$ cat src/rtl/barrel_thread_sequencer_if.sv
// Issue, writeback and wake bundle between the barrel thread sequencer and the pipeline.
// The master side is the sequencer; the slave side is fetch plus the writeback and wake owners.
interface barrel_thread_sequencer_if #(
  parameter int NUM_THREADS = 16,
  parameter int PC_WIDTH    = 12
);
  localparam int TID_W = $clog2(NUM_THREADS);

  logic                   issue_valid;
  logic                   issue_ready;
  logic [TID_W-1:0]       issue_tid;
  logic [PC_WIDTH-1:0]    issue_pc;
  logic                   wb_valid;
  logic [TID_W-1:0]       wb_tid;
  logic [PC_WIDTH-1:0]    wb_pc;
  logic                   wb_park;
  logic                   wake_valid;
  logic [TID_W-1:0]       wake_tid;
  logic                   wake_set_pc;
  logic [PC_WIDTH-1:0]    wake_pc;
  logic [NUM_THREADS-1:0] active_mask;
  logic [NUM_THREADS-1:0] inflight_mask;
  logic                   err;

  modport master (
    output issue_valid, issue_tid, issue_pc, active_mask, inflight_mask, err,
    input  issue_ready, wb_valid, wb_tid, wb_pc, wb_park,
           wake_valid, wake_tid, wake_set_pc, wake_pc
  );

  modport slave (
    input  issue_valid, issue_tid, issue_pc, active_mask, inflight_mask, err,
    output issue_ready, wb_valid, wb_tid, wb_pc, wb_park,
           wake_valid, wake_tid, wake_set_pc, wake_pc
  );
endinterface

$ cat src/rtl/barrel_thread_sequencer.sv
// Round-robin issue sequencer for the barrel core: owns per-thread PC, active and in-flight
// state and offers one eligible thread per cycle to fetch.
module barrel_thread_sequencer #(
  parameter int                     NUM_THREADS       = 16,
  parameter int                     PC_WIDTH          = 12,
  parameter logic [PC_WIDTH-1:0]    STARTUP_ADDR      = '0,
  parameter logic [NUM_THREADS-1:0] RESET_ACTIVE_MASK = '1
) (
  input  logic                       clk,
  input  logic                       reset_n,
  barrel_thread_sequencer_if.master  bus
);
  localparam int TID_W = $clog2(NUM_THREADS);

  typedef logic [PC_WIDTH-1:0] pc_t;

  pc_t                    pc_q [NUM_THREADS];
  pc_t                    pc_d [NUM_THREADS];
  logic [NUM_THREADS-1:0] active_q, active_d, inflight_q, inflight_d;
  logic [TID_W-1:0]       rr_q, rr_d, tid_q, tid_d;
  logic                   iv_q, iv_d, err_q, err_d;
  pc_t                    ipc_q, ipc_d;

  logic [NUM_THREADS-1:0] eligible, wb_sel, wb_hit, wake_sel;
  logic [NUM_THREADS-1:0] hi_oh, lo_oh, pick_oh;
  logic                   found_hi, found_lo, found, load, wb_err, wake_err;
  logic [TID_W-1:0]       hi_tid, lo_tid, pick_tid, pick_next;
  pc_t                    hi_pc, lo_pc, pick_pc;

  // One-hot decode keeps out-of-range tids (non power-of-two counts) from touching state.
  always_comb begin : decode
    wb_sel   = '0;
    wake_sel = '0;
    for (int i = 0; i < NUM_THREADS; i++) begin
      wb_sel[i]   = bus.wb_valid && (bus.wb_tid == TID_W'(i));
      wake_sel[i] = bus.wake_valid && (bus.wake_tid == TID_W'(i));
    end
    wb_hit   = wb_sel & inflight_q;
    wb_err   = bus.wb_valid && (wb_hit == '0);
    wake_err = bus.wake_valid &&
               ((wake_sel == '0) ||
                (bus.wake_set_pc && ((wake_sel & inflight_q & ~wb_hit) != '0)));
  end

  // Rotating search: first eligible at or above rr_ptr, else lowest eligible below it.
  always_comb begin : search
    eligible = active_q & ~inflight_q;
    found_hi = 1'b0;
    found_lo = 1'b0;
    hi_oh    = '0;
    lo_oh    = '0;
    hi_tid   = '0;
    lo_tid   = '0;
    hi_pc    = '0;
    lo_pc    = '0;
    for (int i = 0; i < NUM_THREADS; i++) begin
      if (eligible[i] && (i >= int'(rr_q)) && !found_hi) begin
        found_hi = 1'b1;
        hi_oh[i] = 1'b1;
        hi_tid   = TID_W'(i);
        hi_pc    = pc_q[i];
      end
      if (eligible[i] && (i < int'(rr_q)) && !found_lo) begin
        found_lo = 1'b1;
        lo_oh[i] = 1'b1;
        lo_tid   = TID_W'(i);
        lo_pc    = pc_q[i];
      end
    end
    found     = found_hi || found_lo;
    pick_oh   = found_hi ? hi_oh  : lo_oh;
    pick_tid  = found_hi ? hi_tid : lo_tid;
    pick_pc   = found_hi ? hi_pc  : lo_pc;
    pick_next = (pick_tid == TID_W'(NUM_THREADS - 1)) ? '0 : pick_tid + TID_W'(1);
  end

  always_comb begin : next_state
    pc_d       = pc_q;
    active_d   = (active_q & ~(wb_hit & {NUM_THREADS{bus.wb_park}})) | wake_sel;
    inflight_d = inflight_q & ~wb_hit;
    iv_d       = iv_q;
    tid_d      = tid_q;
    ipc_d      = ipc_q;
    rr_d       = rr_q;
    err_d      = err_q | wb_err | wake_err;
    load       = !iv_q || bus.issue_ready;
    // Wake PC is written after the writeback PC so it wins on a same-tid collision.
    for (int i = 0; i < NUM_THREADS; i++) begin
      if (wb_hit[i])
        pc_d[i] = bus.wb_pc;
      if (wake_sel[i] && bus.wake_set_pc && (!inflight_q[i] || wb_hit[i]))
        pc_d[i] = bus.wake_pc;
    end
    if (load) begin
      iv_d = found;
      if (found) begin
        tid_d      = pick_tid;
        ipc_d      = pick_pc;
        inflight_d = inflight_d | pick_oh;
        rr_d       = pick_next;
      end
    end
  end

  always_ff @(posedge clk) begin
    if (!reset_n) begin
      for (int i = 0; i < NUM_THREADS; i++)
        pc_q[i] <= STARTUP_ADDR;
      active_q   <= RESET_ACTIVE_MASK;
      inflight_q <= '0;
      rr_q       <= '0;
      iv_q       <= 1'b0;
      tid_q      <= '0;
      ipc_q      <= '0;
      err_q      <= 1'b0;
    end else begin
      pc_q       <= pc_d;
      active_q   <= active_d;
      inflight_q <= inflight_d;
      rr_q       <= rr_d;
      iv_q       <= iv_d;
      tid_q      <= tid_d;
      ipc_q      <= ipc_d;
      err_q      <= err_d;
    end
  end

  assign bus.issue_valid   = iv_q;
  assign bus.issue_tid     = tid_q;
  assign bus.issue_pc      = ipc_q;
  assign bus.active_mask   = active_q;
  assign bus.inflight_mask = inflight_q;
  assign bus.err           = err_q;
endmodule

$ cat src/flat_wrapper.sv
// flat-port wrapper written by rule: the top's interface ports become plain ports
module barrel_thread_sequencer_flat 
#(
  parameter int                     NUM_THREADS       = 16,
  parameter int                     PC_WIDTH          = 12,
  parameter logic [PC_WIDTH-1:0]    STARTUP_ADDR      = '0,
  parameter logic [NUM_THREADS-1:0] RESET_ACTIVE_MASK = '1
)
  (clk, reset_n, bus_issue_valid, bus_issue_tid, bus_issue_pc, bus_active_mask, bus_inflight_mask, bus_err, bus_issue_ready, bus_wb_valid, bus_wb_tid, bus_wb_pc, bus_wb_park, bus_wake_valid, bus_wake_tid, bus_wake_set_pc, bus_wake_pc);
  barrel_thread_sequencer_if #(.NUM_THREADS(NUM_THREADS), .PC_WIDTH(PC_WIDTH)) bus_i ();
  input  logic clk;
  input  logic reset_n;
  output wire logic [$bits(bus_i.issue_valid)-1:0] bus_issue_valid;
  output wire logic [$bits(bus_i.issue_tid)-1:0] bus_issue_tid;
  output wire logic [$bits(bus_i.issue_pc)-1:0] bus_issue_pc;
  output wire logic [$bits(bus_i.active_mask)-1:0] bus_active_mask;
  output wire logic [$bits(bus_i.inflight_mask)-1:0] bus_inflight_mask;
  output wire logic [$bits(bus_i.err)-1:0] bus_err;
  input wire logic [$bits(bus_i.issue_ready)-1:0] bus_issue_ready;
  input wire logic [$bits(bus_i.wb_valid)-1:0] bus_wb_valid;
  input wire logic [$bits(bus_i.wb_tid)-1:0] bus_wb_tid;
  input wire logic [$bits(bus_i.wb_pc)-1:0] bus_wb_pc;
  input wire logic [$bits(bus_i.wb_park)-1:0] bus_wb_park;
  input wire logic [$bits(bus_i.wake_valid)-1:0] bus_wake_valid;
  input wire logic [$bits(bus_i.wake_tid)-1:0] bus_wake_tid;
  input wire logic [$bits(bus_i.wake_set_pc)-1:0] bus_wake_set_pc;
  input wire logic [$bits(bus_i.wake_pc)-1:0] bus_wake_pc;
  assign bus_issue_valid = bus_i.issue_valid;
  assign bus_issue_tid = bus_i.issue_tid;
  assign bus_issue_pc = bus_i.issue_pc;
  assign bus_active_mask = bus_i.active_mask;
  assign bus_inflight_mask = bus_i.inflight_mask;
  assign bus_err = bus_i.err;
  assign bus_i.issue_ready = bus_issue_ready;
  assign bus_i.wb_valid = bus_wb_valid;
  assign bus_i.wb_tid = bus_wb_tid;
  assign bus_i.wb_pc = bus_wb_pc;
  assign bus_i.wb_park = bus_wb_park;
  assign bus_i.wake_valid = bus_wake_valid;
  assign bus_i.wake_tid = bus_wake_tid;
  assign bus_i.wake_set_pc = bus_wake_set_pc;
  assign bus_i.wake_pc = bus_wake_pc;
  barrel_thread_sequencer #(.NUM_THREADS(NUM_THREADS), .PC_WIDTH(PC_WIDTH), .STARTUP_ADDR(STARTUP_ADDR), .RESET_ACTIVE_MASK(RESET_ACTIVE_MASK)) u_core (.clk(clk), .reset_n(reset_n), .bus(bus_i));
endmodule
$ cat config.mk
export PLATFORM = sky130hd
export DESIGN_NAME = barrel_thread_sequencer_flat
export DESIGN_NICKNAME = d
export VERILOG_FILES = /design/src/rtl/barrel_thread_sequencer_if.sv /design/src/rtl/barrel_thread_sequencer.sv /design/src/flat_wrapper.sv
export SDC_FILE = /design/constraint.sdc
export NUM_CORES = 1
export LEC_CHECK = 0
export ABC_CLOCK_PERIOD_IN_PS = 10440
export CAP_MARGIN = 20
export CELL_PAD_IN_SITES_DETAIL_PLACEMENT = 1
export CELL_PAD_IN_SITES_GLOBAL_PLACEMENT = 2
export CORE_MARGIN = 2
export CORE_UTILIZATION = 38
export CTS_CLUSTER_SIZE = 40
export DETAILED_ROUTE_END_ITERATION = 10
export MAX_ROUTING_LAYER = met4
export PLACE_DENSITY_LB_ADDON = 0.1
export SLEW_MARGIN = 10
export SYNTH_ARGS = -nofsm -noshare
export SYNTH_HDL_FRONTEND = slang
export SYNTH_SLANG_ARGS = --single-unit
$ cat constraint.sdc
create_clock -name clk -period 10.44 [get_ports clk]
set_input_delay 2.088 -clock clk [delete_from_list [all_inputs] [get_ports clk]]
set_output_delay 2.088 -clock clk [all_outputs]
set_load 0.05 [all_outputs]
==> impl_results.md <==
- Power per cell area: 177 nW/um2
- DRT antenna net count: 0
- 1st-iter DRT viols: 2286
- First-pass GRT wire length: 125 mm
- TritonCTS Sinks: 246
- CP delay by family, top: compound AO/OA/AOI/OAI gates
- Detail Placement HPWL: 62.4 mm
- Number of flops mapped to enable cells by yosys: 0
- Final Hold Vio Count: 0
- Dpl ws: 4910 ps
- Synth Area per Inst: 7.33 um2
- Highest-count cells in the layout ignoring fill and taps: nand2_1 (301), nor2_1 (259), dfxtp_1 (246)
- Seq/Total Area, Yosys: 31.7%
- Crit path time final: 5140 ps
- Initial antenna violation count: 3
- Reg2Reg Setup Slack: 5300 ps
- Setup TNS: 0 ps
- CP max FO: 24
- Part of the cycle the worst path needs: 49.3%
- Critical-path cell list: or4_1, a222oi_1, and4_1, nand3_1, o22ai_1, a31oi_1, a2111oi_0, or3_1, a41oi_2
- Yosys cell types: 85
- Syn Inst Count: 2121
- I/O pin cnt: 89
- Total wire length: 87.3 mm
- Top-area cell type share of the netlist area: 31.7%
- Hold buffer count at CTS: 0
- Slew @ Worst Pin: 1240 ps
- Mux share of post-synthesis cell area: 0.129%
- Worst setup margin: 5300 ps
- Clock Path Buffers: 3
- Hold Crit Start: u_core.bus.issue_tid[0]
- Relative slew margins: 17.3%
- Largest stage delay on the critical path: 920 ps
- TritonRoute pass-1 iters: 8
- Vias: 18200
- Hold_ws: 470 ps
- Worst-skew pair later-pin latency: 600 ps
- Post-Synth XOR/XNOR Area: 0.113%
- Adder-cell share of the synthesized area: 0.0804%
- Cell taking the most area after synthesis: dfxtp_1
- GP Congestion: 1.05
- Critical path class: register to register
- Net Count, Synth: 2161
- Worst r2r src: u_core.rr_q[2]
- Lkg Pwr: 6.21 nW
- Crit path buffers/inverters: 0
- Synth Area in Compound Gates: 29.3%
- Largest family of logic cells by synthesized area: simple AND/OR/NAND/NOR gates
- Initial Util: 38.3%
- Worst-path cell with the longest stage delay: a222oi_1
- Yosys reg bits: 246
- Startpoint types: register
- Post-cts resize count: 0
- Layout Utilization: 43.8%
- CTS Buf Count: 30
- Final setup fails: 0
- WP data arrival: 5590 ps
- Grt ovf: 0
- Top FF cell, synth: dfxtp_1
- Synth Warn #: 0
- HP Class: register to register
- Placed Area: 16700 um2
- Max cap viols: 0
- Simple-Gate Fraction of Synth Area: 33.1%
- Total setup buffers inserted after CTS: 0
- Max-slew violations: 0
- CTS tree: done
- Highest clock rate: 194 MHz
- Nets@finish: 2130
- Placed insts: 2587
- Chip height: 206 um
- Unrepaired setup endpoints after global routing: no
- Cells on worst reg2reg path: 9
- Power Total: 3.15 mW
- Status: complete, no violations
- Cell Rows: 74
- Clock Skews: 19.9 ps
- Die width: 206 um
- Die area: 42600 um2
- Core box area: 40600 um2
- Port Buffers: 88
- Largest net degree at the start of global routing: 102
- Commonest non-fill, non-tap cell in the layout: nand2_1
- Vias in the first global route: 17000
- Min-Delay Path Depth: 2
- Top post-synthesis cells by area: dfxtp_1 (32%), a221oi_1 (13%), nor2b_1 (8.8%)
- Post-route insts no fill: 2643
- Reg clk slew, reported paths: 60 ps
- Wirelength per Cell: 33.0 um
- DR vias/cell: 6.90
- Finished Cell Area: 17800 um2
- Share of layout cells above drive strength 1: 6.50%
- CTS Root Cell: clkbuf_16
- Async set-reset flop share out of synthesis: 0%
- H-tree levels: 1
- Hold Path End: u_core.bus.issue_tid[0]
- Peak supply drop: 123 uV
- GRT Overall Usage: 41.5%
- Critical R2R Capture: u_core.bus.issue_pc[2]
- Drt drc: 0
- CP required: 10880 ps
- Mapped Area: 15600 um2
- Capturing element type of the critical path: register
- Synth-to-Final Area Change: 14.4%
==> cells by family after synthesis <==
family / Yosys count
buffers and inverters: 218
XOR/XNOR: 2
multiplexers: 2
flip-flops: 246
adder cells (fa/ha/maj): 1
AND/OR/NAND/NOR: 1047
AO/OA/AOI/OAI: 605
==> flip-flops by register name (all words and copies together), names as in the netlist <==
signal	flops
u_core.bus.err	1
u_core.rr_q	4
u_core.pc_q	192
u_core.bus.issue_valid	1
u_core.bus.inflight_mask	16
u_core.bus.active_mask	16
u_core.bus.issue_tid	4
u_core.bus.issue_pc	12
==> final cells by class <==
type                            count  area [um2]
Antenna cell                        2        5.00
Clock buffer                       44         905
Clock inverter                      7         118
Fill cell                        4963       22900
Inverter                            4        15.0
Multi-Input combinational cell   1657        9790
Sequential cell                   246        4920
Tap cell                          532         666
Timing Repair Buffer              151        1370
==> worst max path at each step <==
stage	end	slack, ps	start	cells after the start
3_3_place_gp	u_core.pc_q[183]	5080	bus_wb_tid[0]	6
3_5_place_dp	u_core.pc_q[184]	4910	bus_wb_tid[0]	6
5_1_grt	u_core.rr_q[2]	5170	u_core.rr_q[2]	10
6_report	u_core.bus.issue_pc[2]	5300	u_core.rr_q[2]	9
4_1_cts	u_core.pc_q[184]	5520	bus_wb_tid[0]	6
2_1_floorplan	u_core.pc_q[172]	6550	bus_wb_tid[2]	9
==> synth_stat cells, types with 5 or more instances <==
cell type / number
and3_1: 56
a22oi_1: 17
nor2_1: 259
o221a_2: 5
nand2b_1: 17
a221o_1: 5
nand2_1: 301
a21oi_1: 66
or3_1: 15
o21ai_0: 87
nand3_1: 76
a31oi_1: 25
nand3b_1: 5
o22ai_1: 25
a211o_1: 8
buf_1: 16
a2111oi_0: 6
a21boi_0: 17
o221ai_1: 10
nand4_1: 10
nor2b_1: 218
o2111ai_1: 5
o211ai_1: 16
a32oi_1: 8
a221oi_1: 231
buf_2: 14
nor3_1: 28
and2_1: 17
a222oi_1: 7
a211oi_1: 16
clkbuf_1: 179
nor4_1: 9
or4_1: 6
dfxtp_1: 246
==> routing by layer <==
layer / up-vias / part of all wire (%) / GRT usage [%]
li1: 7752 / - / -
met1: 9271 / 44 / 59.2
met2: 1081 / 41 / 58.5
met3: 140 / 11 / 8.15
met4: 0 / 3.5 / 12.5
met5: - / 0 / -
==> where the power goes <==
part | internal [mW] | total [mW] | switching, mW
registers | 0.970 | 1.02 | 0.0502
clock network | 0.667 | 1.11 | 0.448
logic | 0.277 | 1.01 | 0.734
total | 1.91 | 3.15 | 1.23
==> tightest hold or removal path: stages, from the launching register on <==
cell,delay (ps)
dfxtp_1,310
nand2_1,50
a21boi_1,50
(Power assumes the default switching activity.)
